--- src/rtl/umi_cmd_arbiter_if.sv ---
// ---------------------------------------------------------------------------
// umi_cmd_arbiter_if
// Bundles the requester-side and downstream-side signals of the UMI command
// arbiter.
//   in_valid  [N]     requester i has a command beat
//   in_cmd    [N*CW]  requester i word at [i*CW +: CW]
//   in_eom    [N]     beat is the last of requester i's transaction
//   in_ready  [N]     beat of requester i accepted this cycle
//   out_valid         output register holds a beat
//   out_cmd   [CW]    registered command word
//   out_eom           registered eom of that beat
//   out_src   [NW]    requester index that issued the beat
//   out_ready         downstream accepts the beat
//   busy              a grant is locked for a multi-beat transaction
// Modports: slave = arbiter view, master = surrounding environment view.
// ---------------------------------------------------------------------------
interface umi_cmd_arbiter_if #(
    parameter int N  = 4,
    parameter int CW = 32
);
    localparam int NW = (N > 1) ? $clog2(N) : 1;

    logic [N-1:0]    in_valid;
    logic [N*CW-1:0] in_cmd;
    logic [N-1:0]    in_eom;
    logic [N-1:0]    in_ready;
    logic            out_valid;
    logic [CW-1:0]   out_cmd;
    logic            out_eom;
    logic [NW-1:0]   out_src;
    logic            out_ready;
    logic            busy;

    modport slave (
        input  in_valid, in_cmd, in_eom, out_ready,
        output in_ready, out_valid, out_cmd, out_eom, out_src, busy
    );

    modport master (
        output in_valid, in_cmd, in_eom, out_ready,
        input  in_ready, out_valid, out_cmd, out_eom, out_src, busy
    );
endinterface

--- src/rtl/umi_cmd_arbiter.sv ---
// ---------------------------------------------------------------------------
// umi_cmd_arbiter
// Shares one UMI command channel between N requesters. Round-robin grant,
// held for a whole transaction until its eom beat is accepted, feeding a
// single registered valid/ready output stage.
// Ports:
//   clk     rising-edge clock
//   nreset  asynchronous active-low reset
//   bus     umi_cmd_arbiter_if.slave (requester inputs, downstream output)
// ---------------------------------------------------------------------------
module umi_cmd_arbiter #(
    parameter int N  = 4,
    parameter int CW = 32
) (
    input  logic             clk,
    input  logic             nreset,
    umi_cmd_arbiter_if.slave bus
);
    localparam int NW = (N > 1) ? $clog2(N) : 1;

    localparam logic [0:0] ST_IDLE = 1'b0;
    localparam logic [0:0] ST_LOCK = 1'b1;

    logic [0:0]    r_state;
    logic [NW-1:0] r_ptr;
    logic [NW-1:0] r_owner;
    logic          r_gap;       // bubble cycle right after a locked message ends
    logic          r_out_valid;
    logic [CW-1:0] r_out_cmd;
    logic          r_out_eom;
    logic [NW-1:0] r_out_src;

    logic          w_ld;
    logic          w_gnt_vld;
    logic [NW-1:0] w_gnt;
    logic [NW:0]   w_sum;
    logic [NW-1:0] w_idx;
    logic [N-1:0]  w_ready;
    logic          w_xfer;
    logic [CW-1:0] w_cmd;
    logic          w_eom;

    function automatic logic [NW-1:0] inc_mod(input logic [NW-1:0] v);
        if (v == NW'(N - 1)) return '0;
        return v + NW'(1);
    endfunction

    assign w_ld = ~r_out_valid | bus.out_ready;

    // Grant selection. The search runs from the farthest offset back to the
    // pointer so the last hit is the first valid requester at or after ptr.
    always_comb begin
        // NOTE: every signal assigned here gets a default first, so no latch is inferred.
        w_gnt_vld = 1'b0;
        w_gnt     = '0;
        w_sum     = '0;
        w_idx     = '0;
        if (r_state == ST_LOCK) begin
            w_gnt_vld = 1'b1;
            w_gnt     = r_owner;
        end else if (!r_gap) begin
            for (int k = N - 1; k >= 0; k--) begin
                w_sum = {1'b0, r_ptr} + (NW + 1)'(k);
                if (w_sum >= (NW + 1)'(N)) w_sum = w_sum - (NW + 1)'(N);
                w_idx = w_sum[NW-1:0];
                if (bus.in_valid[w_idx]) begin
                    w_gnt_vld = 1'b1;
                    w_gnt     = w_idx;
                end
            end
        end
    end

    // in_ready is gated by nreset so nothing is accepted while reset is held.
    always_comb begin
        w_ready = '0;
        if (nreset && w_ld && w_gnt_vld) w_ready[w_gnt] = bus.in_valid[w_gnt];
    end

    always_comb begin
        w_cmd = '0;
        for (int i = 0; i < N; i++) begin
            if (w_gnt == NW'(i)) w_cmd = bus.in_cmd[i*CW +: CW];
        end
    end

    assign w_xfer = |w_ready;
    assign w_eom  = bus.in_eom[w_gnt];

    always_ff @(posedge clk or negedge nreset) begin
        if (!nreset) begin
            r_state     <= ST_IDLE;
            r_ptr       <= '0;
            r_owner     <= '0;
            r_gap       <= 1'b0;
            r_out_valid <= 1'b0;
            r_out_cmd   <= '0;
            r_out_eom   <= 1'b0;
            r_out_src   <= '0;
        end else begin
            // NOTE: non-blocking assignments, so every register here sees pre-edge values.
            if (w_ld) begin
                r_out_valid <= w_xfer;
                if (w_xfer) begin
                    r_out_cmd <= w_cmd;
                    r_out_eom <= w_eom;
                    r_out_src <= w_gnt;
                end
            end
            r_gap <= (r_state == ST_LOCK) && w_xfer && w_eom;
            if (w_xfer) begin
                if (w_eom) begin
                    r_state <= ST_IDLE;
                    r_ptr   <= inc_mod(w_gnt);
                end else if (r_state == ST_IDLE) begin
                    r_state <= ST_LOCK;
                    r_owner <= w_gnt;
                end
            end
        end
    end

    assign bus.in_ready  = w_ready;
    assign bus.out_valid = r_out_valid;
    assign bus.out_cmd   = r_out_cmd;
    assign bus.out_eom   = r_out_eom;
    assign bus.out_src   = r_out_src;
    assign bus.busy      = (r_state == ST_LOCK);
endmodule
--- src/flat_wrapper.sv ---
// flat-port wrapper written by rule: the top's interface ports become plain ports
module umi_cmd_arbiter_flat 
#(
    parameter int N  = 4,
    parameter int CW = 32
)
  (clk, nreset, bus_in_valid, bus_in_cmd, bus_in_eom, bus_out_ready, bus_in_ready, bus_out_valid, bus_out_cmd, bus_out_eom, bus_out_src, bus_busy);
  umi_cmd_arbiter_if #(.N(N), .CW(CW)) bus_i ();
  input  logic clk;
  input  logic nreset;
  input wire logic [$bits(bus_i.in_valid)-1:0] bus_in_valid;
  input wire logic [$bits(bus_i.in_cmd)-1:0] bus_in_cmd;
  input wire logic [$bits(bus_i.in_eom)-1:0] bus_in_eom;
  input wire logic [$bits(bus_i.out_ready)-1:0] bus_out_ready;
  output wire logic [$bits(bus_i.in_ready)-1:0] bus_in_ready;
  output wire logic [$bits(bus_i.out_valid)-1:0] bus_out_valid;
  output wire logic [$bits(bus_i.out_cmd)-1:0] bus_out_cmd;
  output wire logic [$bits(bus_i.out_eom)-1:0] bus_out_eom;
  output wire logic [$bits(bus_i.out_src)-1:0] bus_out_src;
  output wire logic [$bits(bus_i.busy)-1:0] bus_busy;
  assign bus_i.in_valid = bus_in_valid;
  assign bus_i.in_cmd = bus_in_cmd;
  assign bus_i.in_eom = bus_in_eom;
  assign bus_i.out_ready = bus_out_ready;
  assign bus_in_ready = bus_i.in_ready;
  assign bus_out_valid = bus_i.out_valid;
  assign bus_out_cmd = bus_i.out_cmd;
  assign bus_out_eom = bus_i.out_eom;
  assign bus_out_src = bus_i.out_src;
  assign bus_busy = bus_i.busy;
  umi_cmd_arbiter #(.N(N), .CW(CW)) u_core (.clk(clk), .nreset(nreset), .bus(bus_i));
endmodule
--- config.mk ---
export PLATFORM = sky130hd
export DESIGN_NAME = umi_cmd_arbiter_flat
export DESIGN_NICKNAME = d
export VERILOG_FILES = /design/src/rtl/umi_cmd_arbiter_if.sv /design/src/rtl/umi_cmd_arbiter.sv /design/src/flat_wrapper.sv
export SDC_FILE = /design/constraint.sdc
export NUM_CORES = 1
export LEC_CHECK = 0
export CORE_MARGIN = 8
export CORE_UTILIZATION = 43
export CTS_BUF_LIST = sky130_fd_sc_hd__clkbuf_8
export CTS_CLUSTER_SIZE = 25
export DETAILED_ROUTE_END_ITERATION = 8
export PLACE_DENSITY = 0.95
export REMOVE_ABC_BUFFERS = 1
export SYNTH_ARGS = -nofsm -noshare
export SYNTH_HDL_FRONTEND = slang
export SYNTH_SLANG_ARGS = --single-unit
--- constraint.sdc ---
create_clock -name clk -period 8.55 [get_ports clk]
set_clock_uncertainty 0.2 [all_clocks]
set_input_delay 0.855 -clock clk [delete_from_list [all_inputs] [get_ports clk]]
set_output_delay 0.855 -clock clk [all_outputs]
set_load 0.05 [all_outputs]
==> run summary, run 1 <==
antenna viol nets, final: 0
Max-slew headroom: 0.217
Fmax: 173 MHz
Routed WL: 10900 microns
DR pass1 iterations: 4
dpl ws: 2.58 ns
Setup TNS: 0 ns
Ports: 180
gr ovfl total: 0
CTS tree: done
Final Util: 0.704
DP Wirelength: 8460 microns
reported max-cap violation count: 0
number of remaining DRC errors: 0
worst hold slack: 0.299 ns
arrival time worst endpoint: 4.73 ns
ratio of cells with drive above 1 in the final layout: 0.111
fin. max-slew vios: 0
Die ar.: 0.0104 sq mm
met3 usage in global routing: 0.0572
met1 GRT Util: 0.243
DR iter-0 viols: 136
reg2reg start: u_core.r_ptr[1]
largest net degree at the start of global routing: 67
Core Region: 0.00718 sq mm
vias after detailed routing: 3319
final setup fails: 0
clock-pin slew on the worst setup and hold paths: 0.08 ns
CP endpoint kind: output pin
cell count after synthesis: 352
register area share after synthesis: 0.332
cts hold-fix bufs: 0
Yosys top cell area share: 0.332
Vias per Instance: 5.43
worst path cell trace: clkdlybuf4s50_1, or4b_1, o311a_2, o41ai_4, ha_1, buf_4, and2_1, clkdlybuf4s50_1
ranking of synthesized cells by area: dfrtp_1, mux2_4, a22oi_1, a21oi_1, o21ai_0
synth warn: 0
Mapped Avg Cell Area: 9.00 sq um
startpoint type of the worst setup path: primary input
NumNets Final: 654
Post-CTS Repair Setup Buffers: 0
Num CTS Buffers: 5
async set-reset flop share out of synthesis: 1.00
Crit Path Max Fanout: 23
busiest grt layer: met2
CTS H-tree lvls: 2
Critical-path top delay cell: clkdlybuf4s50_1
Layout Area Growth over Synthesis: 59.4%
most frequent cell after synthesis: dfrtp_1
worst min-delay path class: register to register
row cnt: 31
vias in the first global route: 3391
peak supply drop: 0.211 mV
R2R depth: 9
kind of critical path: primary input to output pin
fin worst setup slack: 2.76 ns
Critical Path RT: 7.50 ns
GRT Util Overall: 0.203
worst slew pin tran: 1.18 ns
met2 global-route usage: 0.356
min Tclk post-route: 5.79 ns
status: complete, no violations
Die Wd: 102 microns
WHS Path Cells: 1
CTS Buffer Depth: 2
first-pass GRT wire length: 16900 microns
die height: 102 microns
area leader, netlist: dfrtp_1
crit path launch: bus_in_valid[1]
drt wl/cell: 17.8 microns
Final period util: 0.677
Hold Vio Cnt, Final: 0
unrepaired setup endpoints after global routing: no
CTS sink cnt: 42
Syn Std Cell Area: 0.00317 sq mm
hold_sp: u_core.bus.out_cmd[23]
CTS root buffer: clkbuf_8
distinct cell type count after synthesis: 50
initial antenna violation count: 0
leakage: 2.10 nW
power per cell area: 410 mW/mm^2
initial core utilization: 0.441
IO buf count: 179
Seq cells post-synth: 42
EDFF count, synth: 0
most instantiated cells after synthesis: dfrtp_1, nand2_1, a21oi_1
gpl congestion: 0.856
delay of the slowest critical-path stage: 0.80 ns
antenna cells: 0
# resized after CTS: 0
main flop type after synthesis: dfrtp_1
worst skew pair latency: 0.29 ns
Most Frequent Cell on Critical Path: clkdlybuf4s50_1
per-layer routing:
| metal | vias to the layer above | part of all wire |
|---|---|---|
| li1 | 1595 | - |
| met1 | 1581 | 0.40 |
| met2 | 137 | 0.52 |
| met3 | 6 | 0.076 |
| met4 | 0 | 0.0064 |
| met5 | - | 0 |
critical path, delay by kind of cell:
| kind | cells | cell delay, ns |
|---|---|---|
| AO/OA/AOI/OAI | 2 | 0.75 |
| buffers and inverters | 3 | 1.86 |
| adder cells (fa/ha/maj) | 1 | 0.61 |
| AND/OR/NAND/NOR | 2 | 0.65 |
cell families (layout without fill, tap and decap cells):
group,Yosys count,count (layout),synth area share
adders and majority gates,4,4,0.0158
AOI/OAI and AO/OA,124,124,0.259
DFF,42,42,0.332
muxes,43,43,0.184
and+or+nand+nor,103,103,0.155
buffers and inverters,36,196,0.0549
cell usage in the layout (no fill, tap or decap), types with 3 or more instances in the layout:
cell,netlist,routed
a21o_1,3,3
a21oi_1,37,37
a22oi_1,32,32
and2_1,5,5
buf_4,0,3
clkbuf_8,0,5
clkdlybuf4s50_1,0,178
dfrtp_1,42,42
inv_1,6,6
mux2_1,8,8
mux2_2,6,6
mux2_4,27,27
nand2_1,40,40
nand2b_1,3,3
nand4_1,3,3
nor2_1,34,34
o21ai_0,35,35
report_power, final:
group / total, mW / leakage, nW / internal (mW) / switching [mW]
clock network: 0.126 / 0.0441 / 0.0573 / 0.0684
logic: 1.57 / 1.53 / 0.656 / 0.917
registers: 0.372 / 0.526 / 0.295 / 0.0768
cell type report:
| type | instances | area, sq um |
|---|---|---|
| well taps | 99 | 124 |
| clock buffers | 5 | 68.8 |
| inverters | 6 | 22.5 |
| multi-input cells | 274 | 1950 |
| clock inverters | 3 | 21.3 |
| repair buffers | 182 | 1810 |
| fillers | 566 | 2130 |
| flip-flops and latches | 42 | 1050 |
registers in the layout, indices dropped and copies added (netlist names):
signal,cells
u_core.bus.out_cmd,32
u_core.bus.out_src,2
u_core.r_owner,2
u_core.r_ptr,2
u_core.bus.busy,1
u_core.bus.out_eom,1
u_core.bus.out_valid,1
u_core.r_gap,1
stage by stage:
step	power [mW]	instance area (sq um)	std cells
after CTS	2.08	5050	611
after floorplan	1.48	3020	322
after detailed placement	1.95	4960	603
final	2.07	5050	611
after global placement	1.89	4960	603
after global routing	2.22	5050	611
path summary, 6_finish.rpt:
check	endpoint	slack [ns]
max reg2reg	u_core.bus.out_cmd[26]	3.52
min in group asynchronous	u_core.bus.out_cmd[4]	0.42
min	u_core.bus.out_cmd[23]	0.30
min reg2reg	u_core.bus.out_cmd[23]	0.30
max	bus_in_ready[1]	2.76
max in group asynchronous	u_core.bus.busy	7.35
Power figures use the tool's default switching activity.
==> run 2: changes to the inputs <==
- CORE_UTILIZATION: 43 -> 40
- PLACE_DENSITY: 0.95 -> 0.9
- clock period: 8.55 -> 5.8 ns (I/O delays scaled with it)
==> run 2 against run 1 <==
Against the previous run:
- power grew 49%
- sequential share of layout area down 0.18 points
- clock-buffer cell count did not move
- clock power rose by 75%
- largest cell class unchanged
- highest routed layer unchanged
==> run summary, run 2 (synthesized netlist as in run 1, its figures left out) <==
worst min-delay path class: primary input to asynchronous set/reset pin
clock-pin slew on the worst setup and hold paths: 0.08 ns (about the same)
status: complete, no violations
final setup fails: 0 (unchanged)
vias after detailed routing: 3276 (-1.3%)
Die ar.: 0.0110 sq mm (+6.3%)
row cnt: 32 (+3.2%)
power per cell area: 606 mW/mm^2 (+48%)
Layout Area Growth over Synthesis: 60.8%
kind of critical path: primary input to register
drt wl/cell: 17.4 microns (-2.3%)
Crit Path Max Fanout: 36 (+57%)
DP Wirelength: 8470 microns (+0.11%)
worst path cell trace: clkdlybuf4s50_1, or4b_1, o311a_2, o41ai_4, inv_1, ha_1, or4_1, nand4_1, or3_2, mux2_1
fin area: 0.00509 sq mm (+0.89%)
worst slew pin tran: 1.10 ns (-0.0768 ns)
Critical-path top delay cell: or3_2
antenna viol nets, final: 0 (unchanged)
first-pass GRT wire length: 17600 microns (+4.1%)
multi-input gate area in the final layout: 0.00195 sq mm (unchanged)
arrival time worst endpoint: 4.97 ns (+0.24 ns)
antenna cells: 0 (unchanged)
cts hold-fix bufs: 0 (unchanged)
Routed WL: 10700 microns (-1.4%)
Critical Path RT: 5.76 ns (-1.74 ns)
peak supply drop: 0.269 mV (+27%)
initial antenna violation count: 0 (unchanged)
startpoint type of the worst setup path: primary input
delay of the slowest critical-path stage: 0.89 ns (+0.09 ns)
Ports: 180 (unchanged)
DR pass1 iterations: 4 (unchanged)
CTS Buffer Depth: 2 (unchanged)
Setup TNS: 0 ns (unchanged)
Die Wd: 105 microns (+3.1%)
Num CTS Buffers: 5 (unchanged)
Fmax: 200 MHz
min Tclk post-route: 5.01 ns
leakage: 2.13 nW (+1.4%)
crit-path leading delay family: simple AND/OR/NAND/NOR gates
most common cell after layout, fill and taps aside: clkdlybuf4s50_1
worst skew pair latency: 0.28 ns (about the same)
initial core utilization: 0.412 (-0.0294)
area post-placement: 0.00498 sq mm (+0.53%)
gpl congestion: 0.886 (+3.5%)
CTS root buffer: clkbuf_8
# resized after CTS: 0 (unchanged)
CTS sink cnt: 42 (unchanged)
CTS H-tree lvls: 2 (unchanged)
Hold Vio Cnt, Final: 0 (unchanged)
Vias per Instance: 5.31 (-2.3%)
most frequent cells in the layout: clkdlybuf4s50_1, dfrtp_1, nand2_1
vias in the first global route: 3567 (+5.2%)
DR iter-0 viols: 104 (-24%)
Post-CTS Repair Setup Buffers: 0 (unchanged)
IO buf count: 179 (unchanged)
Worst Path Buf+Inv: 2 (-1)
unrepaired setup endpoints after global routing: no
NumNets Final: 657 (+0.46%)
reported max-cap violation count: 0 (unchanged)
CP endpoint kind: register
GRT Util Overall: 0.190 (-0.0129)
number of flip-flops in the largest register: 32 (unchanged)
CTS tree: done
die height: 105 microns (+3.1%)
Final period util: 0.863
number of remaining DRC errors: 0 (unchanged)
largest net degree at the start of global routing: 66 (-1.5%)
Max-slew headroom: 0.268 (+0.0512)
Core Region: 0.00769 sq mm (+7.1%)
FILL cells: 612 (+8.1%)
gr ovfl total: 0 (unchanged)
ratio of cells with drive above 1 in the final layout: 0.117 (+0.00518)
Reg area: 0.00105 sq mm (unchanged)
fin. max-slew vios: 0 (unchanged)
[run 2: cell count changes in the layout (fill, tap and decap cells not counted)]
cell / previous run / this run
buf_4: 3 / 6
bufinv_16: 0 / 1
clkinv_2: 1 / 2
clkinv_4: 1 / 0
clkinvlp_4: 1 / 0
[run 2: path summary, 6_finish.rpt]
check	from	endpoint	slack [ns]	depth (start not counted)
setup reg to reg	u_core.r_ptr[1]	u_core.bus.out_cmd[23]	1.16	9
min in group clk	u_core.bus.out_eom	u_core.bus.out_eom	0.28	1
max in group asynchronous	nreset	u_core.r_ptr[0]	4.87	2
hold reg to reg	u_core.bus.out_eom	u_core.bus.out_eom	0.28	1
setup / recovery	bus_in_valid[0]	u_core.bus.out_cmd[23]	0.79	10
hold / removal	nreset	u_core.bus.out_cmd[1]	0.15	2
[run 2: power by group]
group          internal, mW  switching [mW]  total (mW)
clock network         0.127          0.0941       0.221
registers             0.435           0.109       0.544
logic                 0.970            1.35        2.32
[run 2: per-stage QoR]
| step | power (mW) | std cells | hold slack [ns] | utilization | setup WS, ns |
|---|---|---|---|---|---|
| CTS | 3.10 | 617 | 0.165 | 0.663 | 0.838 |
| finish | 3.09 | 617 | 0.149 | 0.663 | 0.792 |
| detailed placement | 2.88 | 609 | 0.268 | 0.648 | 0.527 |
| global placement | 2.80 | 609 | 0.274 | 0.648 | 0.764 |
| global route | 3.32 | 617 | 0.199 | 0.663 | 0.613 |
| floorplan | 2.18 | 322 | 0.0844 | - | 0.474 |
[run 2: layer usage]
layer,GRT usage,share of wire
met1,0.209,0.40
met2,0.344,0.52
met3,0.0528,0.065
met4,0.0612,0.014
met5,0,0
[run 2: final cells by class]
cell class,instances,area share
multi-input cells,274,0.383
repair buffers,185,0.360
flip-flops and latches,42,0.206
well taps,102,0.0251
clock buffers,5,0.0135
clock inverters,3,0.00786
inverters,6,0.00442
==> run 3: changes to the inputs <==
- CAP_MARGIN: unset -> 5
==> results of run 3 <==
No change in the layout: final DEF, timing and power equal those of run 2.
